$ cat config.mk
export PLATFORM = sky130hd
export DESIGN_NAME = l1_pool_rd
export DESIGN_NICKNAME = d
export VERILOG_FILES = /design/src/rtl/l1_pool_pkg.sv /design/src/rtl/l1_smax2.sv /design/src/rtl/l1_pool_rd.sv
export SDC_FILE = /design/constraint.sdc
export NUM_CORES = 1
export LEC_CHECK = 0
export CAP_MARGIN = 20
export CELL_PAD_IN_SITES_DETAIL_PLACEMENT = 1
export CELL_PAD_IN_SITES_GLOBAL_PLACEMENT = 1
export CORE_AREA = 2 2 87 89
export DETAILED_ROUTE_END_ITERATION = 16
export DIE_AREA = 0 0 89 91
export DONT_BUFFER_PORTS = 1
export PLACE_DENSITY_LB_ADDON = 0.15
export RECOVER_POWER = 25
export SLEW_MARGIN = 0
export SYNTH_ARGS = -nofsm -noshare
export SYNTH_HDL_FRONTEND = slang
export SYNTH_SLANG_ARGS = --single-unit
$ cat constraint.sdc
create_clock -name clk -period 6.6 [get_ports clk]
set_clock_uncertainty 0.1 [all_clocks]
set_input_delay 0.99 -clock clk [delete_from_list [all_inputs] [get_ports clk]]
set_output_delay 0.99 -clock clk [all_outputs]
set_load 0.1 [all_outputs]
$ cat src/rtl/l1_pool_pkg.sv
// Shared constants and FSM state type for the layer-1 2x2 max-pool readout.
package l1_pool_pkg;
    localparam int DW       = 16;
    localparam int LINE_LEN = 24;
    localparam int PAIRS    = 26;
    localparam int ADDR_W   = 5;
    localparam int COL_W    = 4;
    localparam int PAIR_W   = 5;

    typedef enum logic [1:0] {
        IDLE  = 2'd0,
        READ  = 2'd1,
        DRAIN = 2'd2
    } state_t;
endpackage

$ cat src/rtl/l1_smax2.sv
// Combinational signed two-input maximum; equal inputs return either value.
module l1_smax2
    import l1_pool_pkg::*;
(
    input  logic [DW-1:0] a,
    input  logic [DW-1:0] b,
    output logic [DW-1:0] y
);
    assign y = ($signed(a) >= $signed(b)) ? a : b;
endmodule

$ cat src/rtl/l1_pool_rd.sv
// Reads two pool line buffers in lockstep and emits 2x2 signed maxima,
// tracking line pairs per frame and flagging starts that arrive while busy.
module l1_pool_rd
    import l1_pool_pkg::*;
(
    input  logic             clk,
    input  logic             rstn,
    input  logic             ConvValid_i,
    input  logic             start_i,
    output logic             rd_en_o,
    output logic [4:0]       rd_addr_o,
    input  logic [DW-1:0]    line0_d_i,
    input  logic [DW-1:0]    line1_d_i,
    output logic [DW-1:0]    pool_d_o,
    output logic             pool_vld_o,
    output logic [3:0]       pool_idx_o,
    output logic             busy_o,
    output logic             frame_done_o,
    output logic             overrun_o
);
    localparam logic [ADDR_W-1:0] LAST_ADDR = ADDR_W'(LINE_LEN - 1);
    localparam logic [COL_W-1:0]  LAST_COL  = COL_W'(LINE_LEN / 2 - 1);
    localparam logic [PAIR_W-1:0] LAST_PAIR = PAIR_W'(PAIRS - 1);

    state_t              state_r;
    logic [ADDR_W-1:0]   addr_r;
    logic                rd_en_r;
    logic                busy_r;
    logic                overrun_r;
    logic                d1_vld_r;
    logic [ADDR_W-1:0]   d1_addr_r;
    logic [DW-1:0]       hold_r;
    logic [DW-1:0]       pool_d_r;
    logic [COL_W-1:0]    pool_idx_r;
    logic                pool_vld_r;
    logic                frame_done_r;
    logic [PAIR_W-1:0]   pair_r;
    logic [DW-1:0]       vmax_s;
    logic [DW-1:0]       hmax_s;

    l1_smax2 u_vmax (.a(line0_d_i), .b(line1_d_i), .y(vmax_s));
    l1_smax2 u_hmax (.a(hold_r),    .b(vmax_s),    .y(hmax_s));

    // Readout sequencer: address generation, read enable, busy and overrun flag.
    always_ff @(posedge clk or negedge rstn) begin
        if (!rstn) begin
            state_r   <= IDLE;
            addr_r    <= 5'd0;
            rd_en_r   <= 1'b0;
            busy_r    <= 1'b0;
            overrun_r <= 1'b0;
        end else if (!ConvValid_i) begin
            state_r   <= IDLE;
            rd_en_r   <= 1'b0;
            busy_r    <= 1'b0;
            overrun_r <= 1'b0;
        end else begin
            if (start_i && (state_r != IDLE)) begin
                overrun_r <= 1'b1;
            end else begin
                overrun_r <= overrun_r;
            end
            case (state_r)
                IDLE: begin
                    if (start_i) begin
                        state_r <= READ;
                        addr_r  <= 5'd0;
                        rd_en_r <= 1'b1;
                        busy_r  <= 1'b1;
                    end else begin
                        state_r <= IDLE;
                    end
                end
                READ: begin
                    if (addr_r == LAST_ADDR) begin
                        state_r <= DRAIN;
                        rd_en_r <= 1'b0;
                    end else begin
                        addr_r <= addr_r + 5'd1;
                    end
                end
                DRAIN: begin
                    state_r <= IDLE;
                    busy_r  <= 1'b0;
                end
                default: begin
                    state_r <= IDLE;
                    rd_en_r <= 1'b0;
                    busy_r  <= 1'b0;
                end
            endcase
        end
    end

    // Data pipeline: hold the even-column vertical max, pool on the odd column.
    always_ff @(posedge clk or negedge rstn) begin
        if (!rstn) begin
            d1_vld_r     <= 1'b0;
            d1_addr_r    <= 5'd0;
            hold_r       <= 16'd0;
            pool_d_r     <= 16'd0;
            pool_idx_r   <= 4'd0;
            pool_vld_r   <= 1'b0;
            frame_done_r <= 1'b0;
            pair_r       <= 5'd0;
        end else if (!ConvValid_i) begin
            d1_vld_r     <= 1'b0;
            hold_r       <= 16'd0;
            pool_vld_r   <= 1'b0;
            frame_done_r <= 1'b0;
            pair_r       <= 5'd0;
        end else begin
            d1_vld_r     <= rd_en_r;
            d1_addr_r    <= addr_r;
            pool_vld_r   <= 1'b0;
            frame_done_r <= 1'b0;
            if (d1_vld_r && !d1_addr_r[0]) begin
                hold_r <= vmax_s;
            end else if (d1_vld_r) begin
                pool_d_r   <= hmax_s;
                pool_idx_r <= d1_addr_r[4:1];
                pool_vld_r <= 1'b1;
                if (d1_addr_r[4:1] == LAST_COL) begin
                    if (pair_r == LAST_PAIR) begin
                        pair_r       <= 5'd0;
                        frame_done_r <= 1'b1;
                    end else begin
                        pair_r <= pair_r + 5'd1;
                    end
                end else begin
                    pair_r <= pair_r;
                end
            end else begin
                hold_r <= hold_r;
            end
        end
    end

    assign rd_en_o      = rd_en_r;
    assign rd_addr_o    = addr_r;
    assign busy_o       = busy_r;
    assign overrun_o    = overrun_r;
    assign pool_d_o     = pool_d_r;
    assign pool_idx_o   = pool_idx_r;
    assign pool_vld_o   = pool_vld_r;
    assign frame_done_o = frame_done_r;
endmodule

## Word level (Yosys, flattened, before mapping)

Index checks and enable logic that the tools add are counted.

- Bits in read-only memories: 0
- Word-level logic and storage cells: 78
- Input bits: 36
- Latch bits: 0
- Register bits: 59
- Memories: 0
- Memory bits (writable): 0

- Order comparisons: 2
- Shift operators: 0
- Reductions and logical operators: 11
- Add/sub/neg operators: 2
- Divide/modulo/power cells: 0
- $mul: 0
- Muxes and demuxes: 33
- Bitwise gates (word level): 1
- Equality and inequality tests: 16

Operators with widths:

| cell | count |
|---|---|
| $mux 16 | 4 |
| $mux 5 | 7 |
| $ge 16x16->1 | 2 |
| $mux 1 | 16 |
| $add 5x1->5 const B | 2 |
| $eq 5x5->1 const B | 2 |
| $ne 2x2->1 const B | 5 |
| $pmux 5 s2 | 1 |
| $reduce_and 3->1 | 3 |
| $ne 2x1->1 const B | 4 |
| $ne 3x3->1 const B | 2 |
| $eq 4x4->1 const B | 1 |
| $mux 2 | 2 |
| $pmux 2 s2 | 1 |
| $reduce_and 4->1 | 1 |
| $reduce_bool 2->1 | 2 |
| $pmux 1 s3 | 1 |
| $eq 2x1->1 const B | 1 |
| $eq 2x2->1 const B | 1 |
| $logic_and 1x1->1 | 2 |
| $logic_not 2->1 | 1 |
| $pmux 1 s2 | 1 |
| $reduce_and 2->1 | 1 |
| $logic_not 1->1 | 1 |
| $not 1->1 | 1 |

## Longest topological paths before layout

Gate-level depths: netlist of run 1.

- Depth in word-level cells: 6
- Mapped depth: 23
- Gate-level depth less buffers: 19

## Modules after synthesis

A second synthesis of run 1 with hierarchy kept.

- Cells, all modules: 555
- Area total of the unflattened synthesis: 4,719.5 sq um

By module, submodules not included:

| module | times used | area each (sq um) | cells an instance |
|---|---|---|---|
| l1_pool_rd | 1 | 2,504.9 | 213 |
| l1_smax2 | 2 | 1,107.3 | 171 |

## Worst setup path after synthesis of run 1

No wires, ideal clock.

- Kind: in2reg
- Start: in line1_d_i[15]
- End: reg pool_d_r[15] (netlist: pool_d_o[15])
- Stages: 21
- Slack: 1.484 ns
- Arrival: 4.945 ns
- Path through: inv_1 ha_1 buf_4 nand4_4 or4_4 nand3_2 xnor2_1 nor2_4 buf_6 mux2i_1 ha_1 a21o_1 a21o_1 a21o_1 a21o_1 a211o_1 a211oi_1 a311oi_2 clkbuf_2 or3_1 nand3_1

- Longest elaborated chain between the ends: 4

RTL lines:

| what | RTL line | RTL |
|---|---|---|
| from (decl) | l1_pool_rd.sv:13 | `input logic [DW-1:0] line1_d_i,` |
| $ge 16x16->1 | l1_smax2.sv:9 | `assign y = ($signed(a) >= $signed(b)) ? a : b;` |
| $mux 16 * | l1_smax2.sv:9 |  |
| $ge 16x16->1 | l1_smax2.sv:9 |  |
| $mux 16 * | l1_smax2.sv:9 |  |
| to (signal assigned) | l1_pool_rd.sv:120 | `pool_d_r <= hmax_s;` |
| to (decl) | l1_pool_rd.sv:33 | `logic [DW-1:0] pool_d_r;` |

Mark *: on every way between the ends. The rest lies on a longest branch, timed or not.
A chain may end at the register's enable or synchronous reset.

## Worst setup path in the final report of run 1

- Start: in line1_d_i[15]
- End: reg pool_d_r[5] (netlist: pool_d_o[5])

The elaborated chain is that of the path after synthesis.

==> results of run 1 <==
-- through the flow --
step | instance area (µm²) | hold WS (ns) | util [%]
global placement | 3704 | 0.3684 | 51.89
CTS | 3897 | 0.2227 | 54.61
finish | 3897 | 0.2336 | 54.61
detailed placement | 3704 | 0.3763 | 51.89
floorplan | 3615 | 0.3454 | -
global route | 3897 | 0.2155 | 54.61
-- flip-flops by register name, summed over array words and instances, names as in the netlist, 2 cells and up --
name	flops
hold_r	16
pool_d_o	16
d1_addr_r	5
pair_r	5
rd_addr_o	5
pool_idx_o	4
state_r	2
-- per-layer routing --
metal / vias up / global-route usage, % / part of all wire, %
li1: 1368 / - / -
met3: 16 / 5.818 / 3.6
met4: 0 / 7.214 / 1.9
met5: - / 0 / 0
met2: 40 / 40.80 / 51
met1: 1414 / 32.40 / 43
-- layout by cell type, fill, tap and decap left out, types with 2 or more instances in the layout --
master,instances
sky130_fd_sc_hd__or3_1,15
sky130_fd_sc_hd__and2_1,3
sky130_fd_sc_hd__nand4_1,7
sky130_fd_sc_hd__clkbuf_8,11
sky130_fd_sc_hd__clkbuf_1,2
sky130_fd_sc_hd__a22o_1,2
sky130_fd_sc_hd__o21ai_1,11
sky130_fd_sc_hd__nor3_1,3
sky130_fd_sc_hd__dfrtp_1,59
sky130_fd_sc_hd__buf_4,5
sky130_fd_sc_hd__o31ai_1,2
sky130_fd_sc_hd__nor4_1,4
sky130_fd_sc_hd__and3_1,2
sky130_fd_sc_hd__ha_1,34
sky130_fd_sc_hd__nand2b_1,2
sky130_fd_sc_hd__mux2i_1,16
sky130_fd_sc_hd__a21o_1,9
sky130_fd_sc_hd__and4_1,2
sky130_fd_sc_hd__o21a_1,4
sky130_fd_sc_hd__nor2b_1,4
sky130_fd_sc_hd__mux2_2,9
sky130_fd_sc_hd__o211a_1,2
sky130_fd_sc_hd__o21ai_0,15
sky130_fd_sc_hd__xor2_1,4
sky130_fd_sc_hd__inv_1,26
sky130_fd_sc_hd__nand2_1,49
sky130_fd_sc_hd__nor2_1,12
sky130_fd_sc_hd__nand3_1,37
sky130_fd_sc_hd__a21oi_1,11
-- cell families (layout without fill, tap and decap cells) --
kind of cell	Yosys count	after routing	synth area share [%]
multiplexers	25	25	7.234
flip-flops	59	59	40.84
AND/OR/NAND/NOR	147	147	21.29
buffers and inverters	39	46	4.707
XOR/XNOR	5	5	1.211
AO/OA/AOI/OAI	70	70	12.95
adder cells (fa/ha/maj)	34	34	11.77
-- power groups by stage --
stage,logic [mW],registers (mW),clock network (mW)
after global placement,0.229,0.791,0
after CTS,0.243,0.787,0.343
after detailed placement,0.241,0.794,0
after floorplan,0.188,0.783,0
final,0.242,0.785,0.335
after global routing,0.274,0.796,0.358
-- layout make-up --
| type | count | area [µm²] | share of cell area, % |
|---|---|---|---|
| Clock inverter | 2 | 35.03 | 0.8989 |
| Inverter | 26 | 97.59 | 2.504 |
| Tap cell | 99 | 123.9 | 3.178 |
| Multi-Input combinational cell | 281 | 1968 | 50.50 |
| Sequential cell | 59 | 1476 | 37.88 |
| Clock buffer | 13 | 158.9 | 4.077 |
| Timing Repair Buffer | 5 | 37.54 | 0.9631 |
-- worst max path at each step --
stage,startpoint,to
floorplan,line1_d_i[15],pool_d_o[15]$_DFFE_PN0P_
global placement,line1_d_i[15],pool_d_o[5]$_DFFE_PN0P_
detailed placement,line1_d_i[15],pool_d_o[5]$_DFFE_PN0P_
CTS,line1_d_i[15],pool_d_o[5]$_DFFE_PN0P_
global route,line1_d_i[15],pool_d_o[5]$_DFFE_PN0P_
finish,line1_d_i[15],pool_d_o[5]$_DFFE_PN0P_
==> results.rst, run 1 <==
.. list-table::
   :header-rows: 1

   * - Metric
     - Value
   * - Pwr per Cell Area
     - 349.5 nW/µm²
   * - Flops & latches, synth
     - 59
   * - Setup repair after global routing missed its margin
     - false
   * - Number of buffers inserted by post-CTS setup repair
     - 0
   * - Share of flip-flops with an asynchronous set or reset
     - 100.0%
   * - Transition time at the pin with the least slew margin
     - 1.074 ns
   * - Post-layout min period
     - 5.330 ns
   * - Minimum setup slack after placement
     - 0.9573 ns
   * - Final RePlAce weighted congestion
     - 0.9509
   * - Overall Global Routing Usage
     - 24.83%
   * - Final antenna-violating net count
     - 0
   * - DR pass1 iterations
     - 4
   * - Fillcell total
     - 852
   * - Count of buffers inserted at the top-level ports
     - 0
   * - Worst EP required
     - 6.77 ns
   * - Via-to-Cell Ratio
     - 5.852
   * - Chip Height
     - 91 µm
   * - Instance count after placement with tap cells included
     - 470
   * - Clk pwr share
     - 24.6%
   * - Number of H-tree levels
     - 3
   * - Clock sink count
     - 59
   * - Wire length of the first global-routing pass
     - 15.59 mm
   * - Via count
     - 2838
   * - Total design power
     - 1.362 mW
   * - Number of nets produced by synthesis
     - 449
   * - Worst path setup slack after routing
     - 1.270 ns
   * - Leakage power total
     - 1.981 nW
   * - Post-DR wirelength/cell
     - 18.96 µm
   * - Flop pwr share
     - 57.7%
   * - Longest Clk Path Bufs
     - 2
   * - Design internal power
     - 698.4 µW
   * - Post-synthesis cell area
     - 3615 µm²
   * - Hold buffer count at CTS
     - 0
   * - Antenna Diode Count
     - 0
   * - Peak clock frequency supported by timing
     - 0.1876 GHz
   * - Cts repair resizes
     - 0
   * - Path type of the worst min-delay path
     - in -> async
   * - Total die area
     - 8099 µm²
   * - Crit-path max cell delay
     - 0.44 ns
   * - Post-synth top area cell
     - sky130_fd_sc_hd__dfrtp_1
   * - CTS tree
     - built
   * - Buffers plus inverters on the worst setup path
     - 3
   * - Number of violations of the max-capacitance limit
     - 0
   * - Fraction of power consumed by combinational cells
     - 17.8%
   * - Post-route clock period utilization
     - 80.75%
   * - Number of synthesis warnings
     - 0
   * - Number of distinct library cells after synthesis
     - 53
   * - Status
     - finished clean
   * - Cells on worst reg2reg path
     - 11
   * - Net count, final
     - 452
   * - Kind of start point of the critical path
     - primary input
   * - Number of global-route vias before repair
     - 3109
   * - Switching share of power
     - 48.72%
   * - Critical path's slowest cell
     - sky130_fd_sc_hd__or3_1
   * - Most repeated cell in the gate-level netlist after synthesis
     - sky130_fd_sc_hd__dfrtp_1
   * - Iteration-0 DRC count of the detailed router
     - 75
   * - Root cell of the clock tree
     - sky130_fd_sc_hd__clkbuf_8
   * - Hold violation total from the final report
     - 0
   * - Number of pins with negative max-slew slack in the final report
     - 0
   * - Largest delay share family, worst path
     - compound AO/OA/AOI/OAI gates
   * - Post-synthesis sequential area ratio
     - 40.84%
   * - Final sum of negative setup slack
     - 0 ns
   * - Net Switching
     - 663.6 µW
   * - Remaining design rule violation count
     - 0
   * - Top-level I/O count
     - 66
   * - Peak VDD IR
     - 335.6 µV
   * - Prevailing post-synth register cell
     - sky130_fd_sc_hd__dfrtp_1
   * - Count of placed standard cells in the final layout, fillers left out
     - 485
   * - Top post-synthesis cells by area
     - sky130_fd_sc_hd__dfrtp_1 (41%), sky130_fd_sc_hd__ha_1 (12%), sky130_fd_sc_hd__nand3_1 (5.1%)
   * - Cell count after synthesis
     - 379
   * - Tightest slew margin relative to the limit
     - 28.43%
   * - Final HPWL DP
     - 6.736 mm
   * - Reg2Reg Capture Point
     - pool_d_o[5]$_DFFE_PN0P_
   * - Reg2reg start
     - hold_r[4]$_DFFE_PN0P_
   * - Layout cells sized above 1
     - 9.067%
   * - Worst setup EP type
     - flop
   * - Number of antenna violations at the first check in global routing
     - 0
   * - Critical path fanouts, max
     - 29
   * - Maximum number of pins on one net before global-route repair
     - 60
   * - Area share of the largest cell type after synthesis
     - 40.84%
   * - Clock buffers created by TritonCTS
     - 9
   * - Total setup violations reported at the end of the flow
     - 0
   * - Synthesized area divided by synthesized cell count
     - 9.538 µm²
   * - Stages on the worst setup path
     - 21
   * - Clock-pin transition on the worst setup and hold timing paths
     - 0.07 ns
   * - Std-Cell Rows
     - 31
   * - Top cells by count, synth
     - sky130_fd_sc_hd__dfrtp_1 (59), sky130_fd_sc_hd__nand2_1 (49), sky130_fd_sc_hd__nand3_1 (37)
   * - Insertion delay to the later sink of the worst-skew pair
     - 0.34 ns
   * - Relative area change from synthesis to final layout
     - 7.823%
   * - Drt total wl
     - 9.194 mm
   * - CP Cell Sequence
     - inv_1 -> ha_1 -> nand4_4 -> or3_1 -> o211a_1 -> nand3_2 -> xnor2_1 -> nor2_4 -> buf_4 -> mux2i_1 -> ha_1 -> a21o_1 -> a21o_1 -> a21oi_1 -> o211ai_1 -> a211o_1 -> a211oi_1 -> a311oi_2 -> buf_4 -> or3_1 -> nand3_1
   * - Die extent in x
     - 89 µm
   * - Arrival time at the worst endpoint
     - 5.50 ns
   * - Starting Density
     - 50.65%
   * - Grt total ovfl
     - 0
   * - Core ar.
     - 7137 µm²
   * - Classification of the worst setup path
     - in -> reg
   * - Reg2Reg Setup Slack
     - 3.73 ns
   * - Number of enable-type register cells in the synthesized netlist
     - 0
Power figures use the tool's default switching activity.
==> inputs of run 2 (changes only) <==
--- a/config.mk
+++ b/config.mk
@@ -8,9 +8,9 @@
 export CAP_MARGIN = 20
 export CELL_PAD_IN_SITES_DETAIL_PLACEMENT = 1
 export CELL_PAD_IN_SITES_GLOBAL_PLACEMENT = 1
-export CORE_AREA = 2 2 87 89
+export CORE_AREA = 2 2 89 91
 export DETAILED_ROUTE_END_ITERATION = 16
-export DIE_AREA = 0 0 89 91
+export DIE_AREA = 0 0 91 93
 export DONT_BUFFER_PORTS = 1
 export PLACE_DENSITY_LB_ADDON = 0.15
 export RECOVER_POWER = 25
==> constraint.sdc (replaced) <==
create_clock -name clk -period 5.3 [get_ports clk]
set_clock_uncertainty 0.1 [all_clocks]
set_input_delay 0.795 -clock clk [delete_from_list [all_inputs] [get_ports clk]]
set_output_delay 0.795 -clock clk [all_outputs]
set_load 0.1 [all_outputs]
==> results.rst, run 2 (synthesis results as in run 1) <==
.. list-table::
   :header-rows: 1

   * - Metric
     - Value
   * - Top-level I/O count
     - 66
   * - Hold buffer count at CTS
     - 0
   * - Drt total wl
     - 9.311 mm
   * - Maximum number of pins on one net before global-route repair
     - 60
   * - Layout cells sized above 1
     - 10.26%
   * - Number of global-route vias before repair
     - 2985
   * - Total setup violations reported at the end of the flow
     - 0
   * - Peak-usage layer in the global routing report
     - met2
   * - Classification of the worst setup path
     - in -> reg
   * - Hold violation total from the final report
     - 0
   * - Number of H-tree levels
     - 3
   * - Critical path fanouts, max
     - 19
   * - Number of pins with negative max-slew slack in the final report
     - 0
   * - Net Switching
     - 838.2 µW
   * - Clock-pin transition on the worst setup and hold timing paths
     - 0.07 ns
   * - Peak clock frequency supported by timing
     - 0.2023 GHz
   * - Worst EP required
     - 5.48 ns
   * - Met1 usage
     - 29.22%
   * - Peak VDD IR
     - 260.1 µV
   * - Crit-path max cell delay
     - 0.46 ns
   * - Relative area change from synthesis to final layout
     - 9.484%
   * - Antenna Diode Count
     - 0
   * - Fraction of power consumed by combinational cells
     - 17.5%
   * - Tightest slew margin relative to the limit
     - 29.55%
   * - Root cell of the clock tree
     - sky130_fd_sc_hd__clkbuf_8
   * - Clock sink count
     - 59
   * - Number of violations of the max-capacitance limit
     - 0
   * - Final sum of negative setup slack
     - 0 ns
   * - Grt total ovfl
     - 0
   * - Final HPWL DP
     - 6.878 mm
   * - Cts repair resizes
     - 0
   * - Count of buffers inserted at the top-level ports
     - 0
   * - Largest delay share family, worst path
     - compound AO/OA/AOI/OAI gates
   * - Remaining design rule violation count
     - 0
   * - Net count, final
     - 455
   * - Highest-count cells in the layout ignoring fill and taps
     - sky130_fd_sc_hd__dfrtp_1 (59), sky130_fd_sc_hd__nand2_1 (49), sky130_fd_sc_hd__nand3_1 (37)
   * - Wire length of the first global-routing pass
     - 15.24 mm
   * - Post-route clock period utilization
     - 93.27%
   * - Core ar.
     - 7527 µm²
   * - Met2 demand-to-capacity share in global routing
     - 39.51%
   * - CTS tree
     - built
   * - Worst setup EP type
     - flop
   * - Starting Density
     - 48.02%
   * - Worst path setup slack after routing
     - 0.3567 ns
   * - Utilization after layout
     - 52.58%
   * - Flop pwr share
     - 55.4%
   * - CP Cell Sequence
     - inv_1 -> ha_1 -> nand4_4 -> or3_1 -> o211a_1 -> nand3_2 -> xnor2_1 -> nor2_4 -> mux2i_1 -> ha_1 -> a21o_1 -> a21o_1 -> a21o_1 -> a21o_1 -> a211o_1 -> a211oi_1 -> a311oi_2 -> buf_4 -> or3_1 -> nand3_1
   * - Leakage power total
     - 2.009 nW
   * - Number of buffers inserted by post-CTS setup repair
     - 0
   * - Most frequent cell on the critical path
     - sky130_fd_sc_hd__a21o_1
   * - Transition time at the pin with the least slew margin
     - 1.057 ns
   * - Buffers plus inverters on the worst setup path
     - 2
   * - Std-Cell Rows
     - 32
   * - Met3 GRT Util
     - 4.351%
   * - Total design power
     - 1.764 mW
   * - Design internal power
     - 925.5 µW
   * - Arrival time at the worst endpoint
     - 5.13 ns
   * - Iteration-0 DRC count of the detailed router
     - 87
   * - Longest Clk Path Bufs
     - 2
   * - Switching share of power
     - 47.53%
   * - DR pass1 iterations
     - 4
   * - Pwr per Cell Area
     - 445.6 nW/µm²
   * - Setup repair after global routing missed its margin
     - false
   * - Path type of the worst min-delay path
     - in -> async
   * - Status
     - finished clean
   * - Clock buffers created by TritonCTS
     - 9
   * - Overall Global Routing Usage
     - 23.04%
   * - Total die area
     - 8463 µm²
   * - Post-layout min period
     - 4.943 ns
   * - Minimum setup slack after placement
     - 0.02530 ns
   * - Chip Height
     - 93 µm
   * - Via-to-Cell Ratio
     - 5.772
   * - Die extent in x
     - 91 µm
   * - Kind of start point of the critical path
     - primary input
   * - Number of antenna violations at the first check in global routing
     - 0
   * - Insertion delay to the later sink of the worst-skew pair
     - 0.35 ns
   * - Final antenna-violating net count
     - 0
   * - Post-DR wirelength/cell
     - 18.92 µm
   * - Critical path's slowest cell
     - sky130_fd_sc_hd__or3_1
   * - Final RePlAce weighted congestion
     - 0.8589
   * - Final Hold Slack
     - 0.03097 ns
   * - Clk pwr share
     - 27.1%
   * - Via count
     - 2840
   * - Most common cell after layout, fill and taps aside
     - sky130_fd_sc_hd__dfrtp_1
==> run 2: area by class of cell <==
| class | count | area [µm²] |
|---|---|---|
| multi-input combinational | 281 | 1968 |
| clock inverter | 4 | 72.57 |
| inverter | 26 | 97.59 |
| sequential | 59 | 1476 |
| tap | 102 | 127.6 |
| fill | 879 | 3570 |
| clock buffer | 12 | 155.1 |
| timing repair buffer | 8 | 60.06 |
==> run 2: per-stage QoR <==
| step | cells | area, µm² |
|---|---|---|
| 2_1_floorplan | 379 | 3615 |
| 3_3_place_gp | 476 | 3730 |
| 3_5_place_dp | 476 | 3730 |
| 4_1_cts | 492 | 3958 |
| 5_1_grt | 492 | 3958 |
| 6_report | 492 | 3958 |
==> run 2: path summary, 6_finish.rpt <==
| check | end | cells past startpoint | slack (ns) | from |
|---|---|---|---|---|
| hold / removal | d1_addr_r[0]$_DFFE_PN0P_ | 0 | 0.03 | rstn |
| min in group clk | pair_r[4]$_DFFE_PN0P_ | 1 | 0.39 | pair_r[4]$_DFFE_PN0P_ |
| setup reg to reg | pool_d_o[15]$_DFFE_PN0P_ | 11 | 2.43 | hold_r[4]$_DFFE_PN0P_ |
| max in group asynchronous | pool_d_o[0]$_DFFE_PN0P_ | 0 | 4.95 | rstn |
| setup / recovery | pool_d_o[15]$_DFFE_PN0P_ | 20 | 0.36 | line1_d_i[15] |
| hold reg to reg | pair_r[4]$_DFFE_PN0P_ | 1 | 0.39 | pair_r[4]$_DFFE_PN0P_ |
==> run 2: per-layer routing <==
metal | wire [µm] | share of wire [%] | up-vias
met5 | 0 | 0 | -
met4 | 142 | 1.5 | 0
met3 | 298 | 3.2 | 12
li1 | - | - | 1366
met1 | 4191 | 45 | 1424
met2 | 4679 | 50 | 38
==> run 2: power groups by stage <==
stage	registers, mW	clock network, mW	logic, mW
6_report	0.977	0.478	0.309
5_1_grt	0.987	0.500	0.345
4_1_cts	0.979	0.485	0.313
3_5_place_dp	0.988	0	0.306
3_3_place_gp	0.986	0	0.293
2_1_floorplan	0.976	0	0.234
==> inputs of run 3 (changes only) <==
--- a/config.mk
+++ b/config.mk
@@ -14,6 +14,7 @@
 export DONT_BUFFER_PORTS = 1
 export PLACE_DENSITY_LB_ADDON = 0.15
 export RECOVER_POWER = 25
+export REMOVE_ABC_BUFFERS = 1
 export SLEW_MARGIN = 0
 export SYNTH_ARGS = -nofsm -noshare
 export SYNTH_HDL_FRONTEND = slang
==> results.rst, run 3 (synthesis results as in run 1) <==
.. list-table::
   :header-rows: 1

   * - Metric
     - Value
   * - Crit-path max cell delay
     - 0.44 ns
   * - Grt total ovfl
     - 0
   * - Relative area change from synthesis to final layout
     - 10.04%
   * - Post-layout min period
     - 4.800 ns
   * - Longest Clk Path Bufs
     - 2
   * - Fillcell total
     - 890
   * - Chip Height
     - 93 µm
   * - Net Switching
     - 826.7 µW
   * - Count of buffers inserted at the top-level ports
     - 0
   * - Worst EP required
     - 5.47 ns
   * - Hold violation total from the final report
     - 0
   * - Largest delay share family, worst path
     - compound AO/OA/AOI/OAI gates
   * - Highest-count cells in the layout ignoring fill and taps
     - sky130_fd_sc_hd__dfrtp_1 (59), sky130_fd_sc_hd__nand2_1 (49), sky130_fd_sc_hd__nand3_1 (37)
   * - Clock buffers created by TritonCTS
     - 9
   * - Clk pwr share
     - 28.5%
   * - Peak VDD IR
     - 460.8 µV
   * - Number of buffers inserted by post-CTS setup repair
     - 0
   * - Maximum number of pins on one net before global-route repair
     - 60
   * - Flop pwr share
     - 55.0%
   * - Post-DR wirelength/cell
     - 18.27 µm
   * - Remaining design rule violation count
     - 0
   * - CP Cell Sequence
     - inv_1 -> ha_1 -> nand4_4 -> or3_1 -> o211a_1 -> nand3_2 -> xnor2_1 -> nor2_4 -> mux2i_1 -> ha_1 -> a21o_1 -> a21o_1 -> a21o_1 -> a21o_1 -> a211o_1 -> a211oi_1 -> a311oi_2 -> buf_12 -> or3_1 -> nand3_1
   * - Hold buffer count at CTS
     - 0
   * - Insertion delay to the later sink of the worst-skew pair
     - 0.33 ns
   * - Critical path fanouts, max
     - 29
   * - Status
     - finished clean
   * - Starting Density
     - 48.02%
   * - Critical path's slowest cell
     - sky130_fd_sc_hd__or3_1
   * - Net count, final
     - 453
   * - Pwr per Cell Area
     - 449.6 nW/µm²
   * - Path type of the worst min-delay path
     - in -> async
   * - Core ar.
     - 7527 µm²
   * - Buffers plus inverters on the worst setup path
     - 2
   * - Most frequent cell on the critical path
     - sky130_fd_sc_hd__a21o_1
   * - Antenna Diode Count
     - 0
   * - Minimum setup slack after placement
     - 0.1611 ns
   * - CTS tree
     - built
   * - Design internal power
     - 961.8 µW
   * - Number of antenna violations at the first check in global routing
     - 0
   * - Via count
     - 2837
   * - Iteration-0 DRC count of the detailed router
     - 69
   * - Utilization after layout
     - 52.84%
   * - Number of H-tree levels
     - 3
   * - Drt total wl
     - 8.954 mm
   * - Clock sink count
     - 59
   * - Number of global-route vias before repair
     - 3054
   * - Worst setup EP type
     - flop
   * - Final HPWL DP
     - 6.646 mm
   * - Top-level I/O count
     - 66
   * - Post-route clock period utilization
     - 90.56%
   * - DR pass1 iterations
     - 4
   * - Std-Cell Rows
     - 32
   * - Switching share of power
     - 46.22%
   * - Worst path setup slack after routing
     - 0.5004 ns
   * - Die extent in x
     - 91 µm
   * - Overall Global Routing Usage
     - 22.21%
   * - Fraction of power consumed by combinational cells
     - 16.4%
   * - Kind of start point of the critical path
     - primary input
   * - Clock-pin transition on the worst setup and hold timing paths
     - 0.07 ns
   * - Total setup violations reported at the end of the flow
     - 0
   * - Final sum of negative setup slack
     - 0 ns
   * - Cts repair resizes
     - 0
   * - Peak clock frequency supported by timing
     - 0.2084 GHz
   * - Tightest slew margin relative to the limit
     - 28.88%
   * - Classification of the worst setup path
     - in -> reg
   * - Root cell of the clock tree
     - sky130_fd_sc_hd__clkbuf_8
   * - Most common cell after layout, fill and taps aside
     - sky130_fd_sc_hd__dfrtp_1
   * - Wire length of the first global-routing pass
     - 15.12 mm
   * - Setup repair after global routing missed its margin
     - false
   * - Number of violations of the max-capacitance limit
     - 0
   * - Arrival time at the worst endpoint
     - 4.97 ns
   * - Final RePlAce weighted congestion
     - 0.8143
   * - Layout cells sized above 1
     - 10.05%
   * - Final antenna-violating net count
     - 0
   * - Transition time at the pin with the least slew margin
     - 1.067 ns
   * - Number of pins with negative max-slew slack in the final report
     - 0
   * - Via-to-Cell Ratio
     - 5.790
   * - Total die area
     - 8463 µm²
   * - Leakage power total
     - 2.015 nW
[run 3: cell count changes in the layout (fill, tap and decap cells not counted), sizes merged]
cell | previous run | this run
clkinvlp | 1 | 0
clkbuf | 12 | 10
bufinv | 2 | 3
buf | 8 | 6
clkinv | 1 | 3
[run 3: path summary, 6_finish.rpt]
check,slack [ns],endpoint,from,cells after the start
hold / removal,0.05,pool_d_o[14]$_DFFE_PN0P_,rstn,0
hold reg to reg,0.41,pair_r[4]$_DFFE_PN0P_,pair_r[4]$_DFFE_PN0P_,1
min in group clk,0.41,pair_r[4]$_DFFE_PN0P_,pair_r[4]$_DFFE_PN0P_,1
setup reg to reg,2.42,rd_addr_o[4]$_DFFE_PN0P_,rd_addr_o[0]$_DFFE_PN0P_,7
setup / recovery,0.50,pool_d_o[15]$_DFFE_PN0P_,line1_d_i[13],20
max in group asynchronous,4.91,hold_r[7]$_DFFE_PN0P_,rstn,0
[run 3: final cells by class]
| type | count | area, µm² | share of cell area [%] |
|---|---|---|---|
| Multi-Input combinational cell | 281 | 1968 | 49.48 |
| Sequential cell | 59 | 1476 | 37.12 |
| Clock buffer | 10 | 137.6 | 3.460 |
| Tap cell | 102 | 127.6 | 3.209 |
| Clock inverter | 6 | 112.6 | 2.831 |
| Inverter | 26 | 97.59 | 2.454 |
| Timing Repair Buffer | 6 | 57.56 | 1.447 |
[run 3: through the flow]
stage / power [mW] / cells / hold WS (ns) / cell area (µm²)
floorplan: 1.193 / 366 / 0.3454 / 3542
global placement: 1.275 / 474 / 0.3754 / 3727
detailed placement: 1.290 / 474 / 0.3793 / 3727
CTS: 1.804 / 490 / 0.03762 / 3978
global route: 1.867 / 490 / 0.03204 / 3978
finish: 1.788 / 490 / 0.05408 / 3978
[run 3: power by group through the flow]
stage          Sequential (mW)  Combinational, mW  Clock (mW)
2_1_floorplan            0.976              0.217           0
3_3_place_gp             0.993              0.282           0
3_5_place_dp             0.995              0.295           0
4_1_cts                  0.987              0.297       0.520
5_1_grt                  0.995              0.336       0.535
6_report                 0.984              0.294       0.510
[run 3: layer usage]
layer	vias up	wire [µm]	global-route usage [%]	share of wire, %
met4	0	74	5.556	0.83
met2	44	4579	38.95	51
li1	1365	-	-	-
met3	9	365	5.077	4.1
met5	-	0	0	0
met1	1419	3936	27.84	44
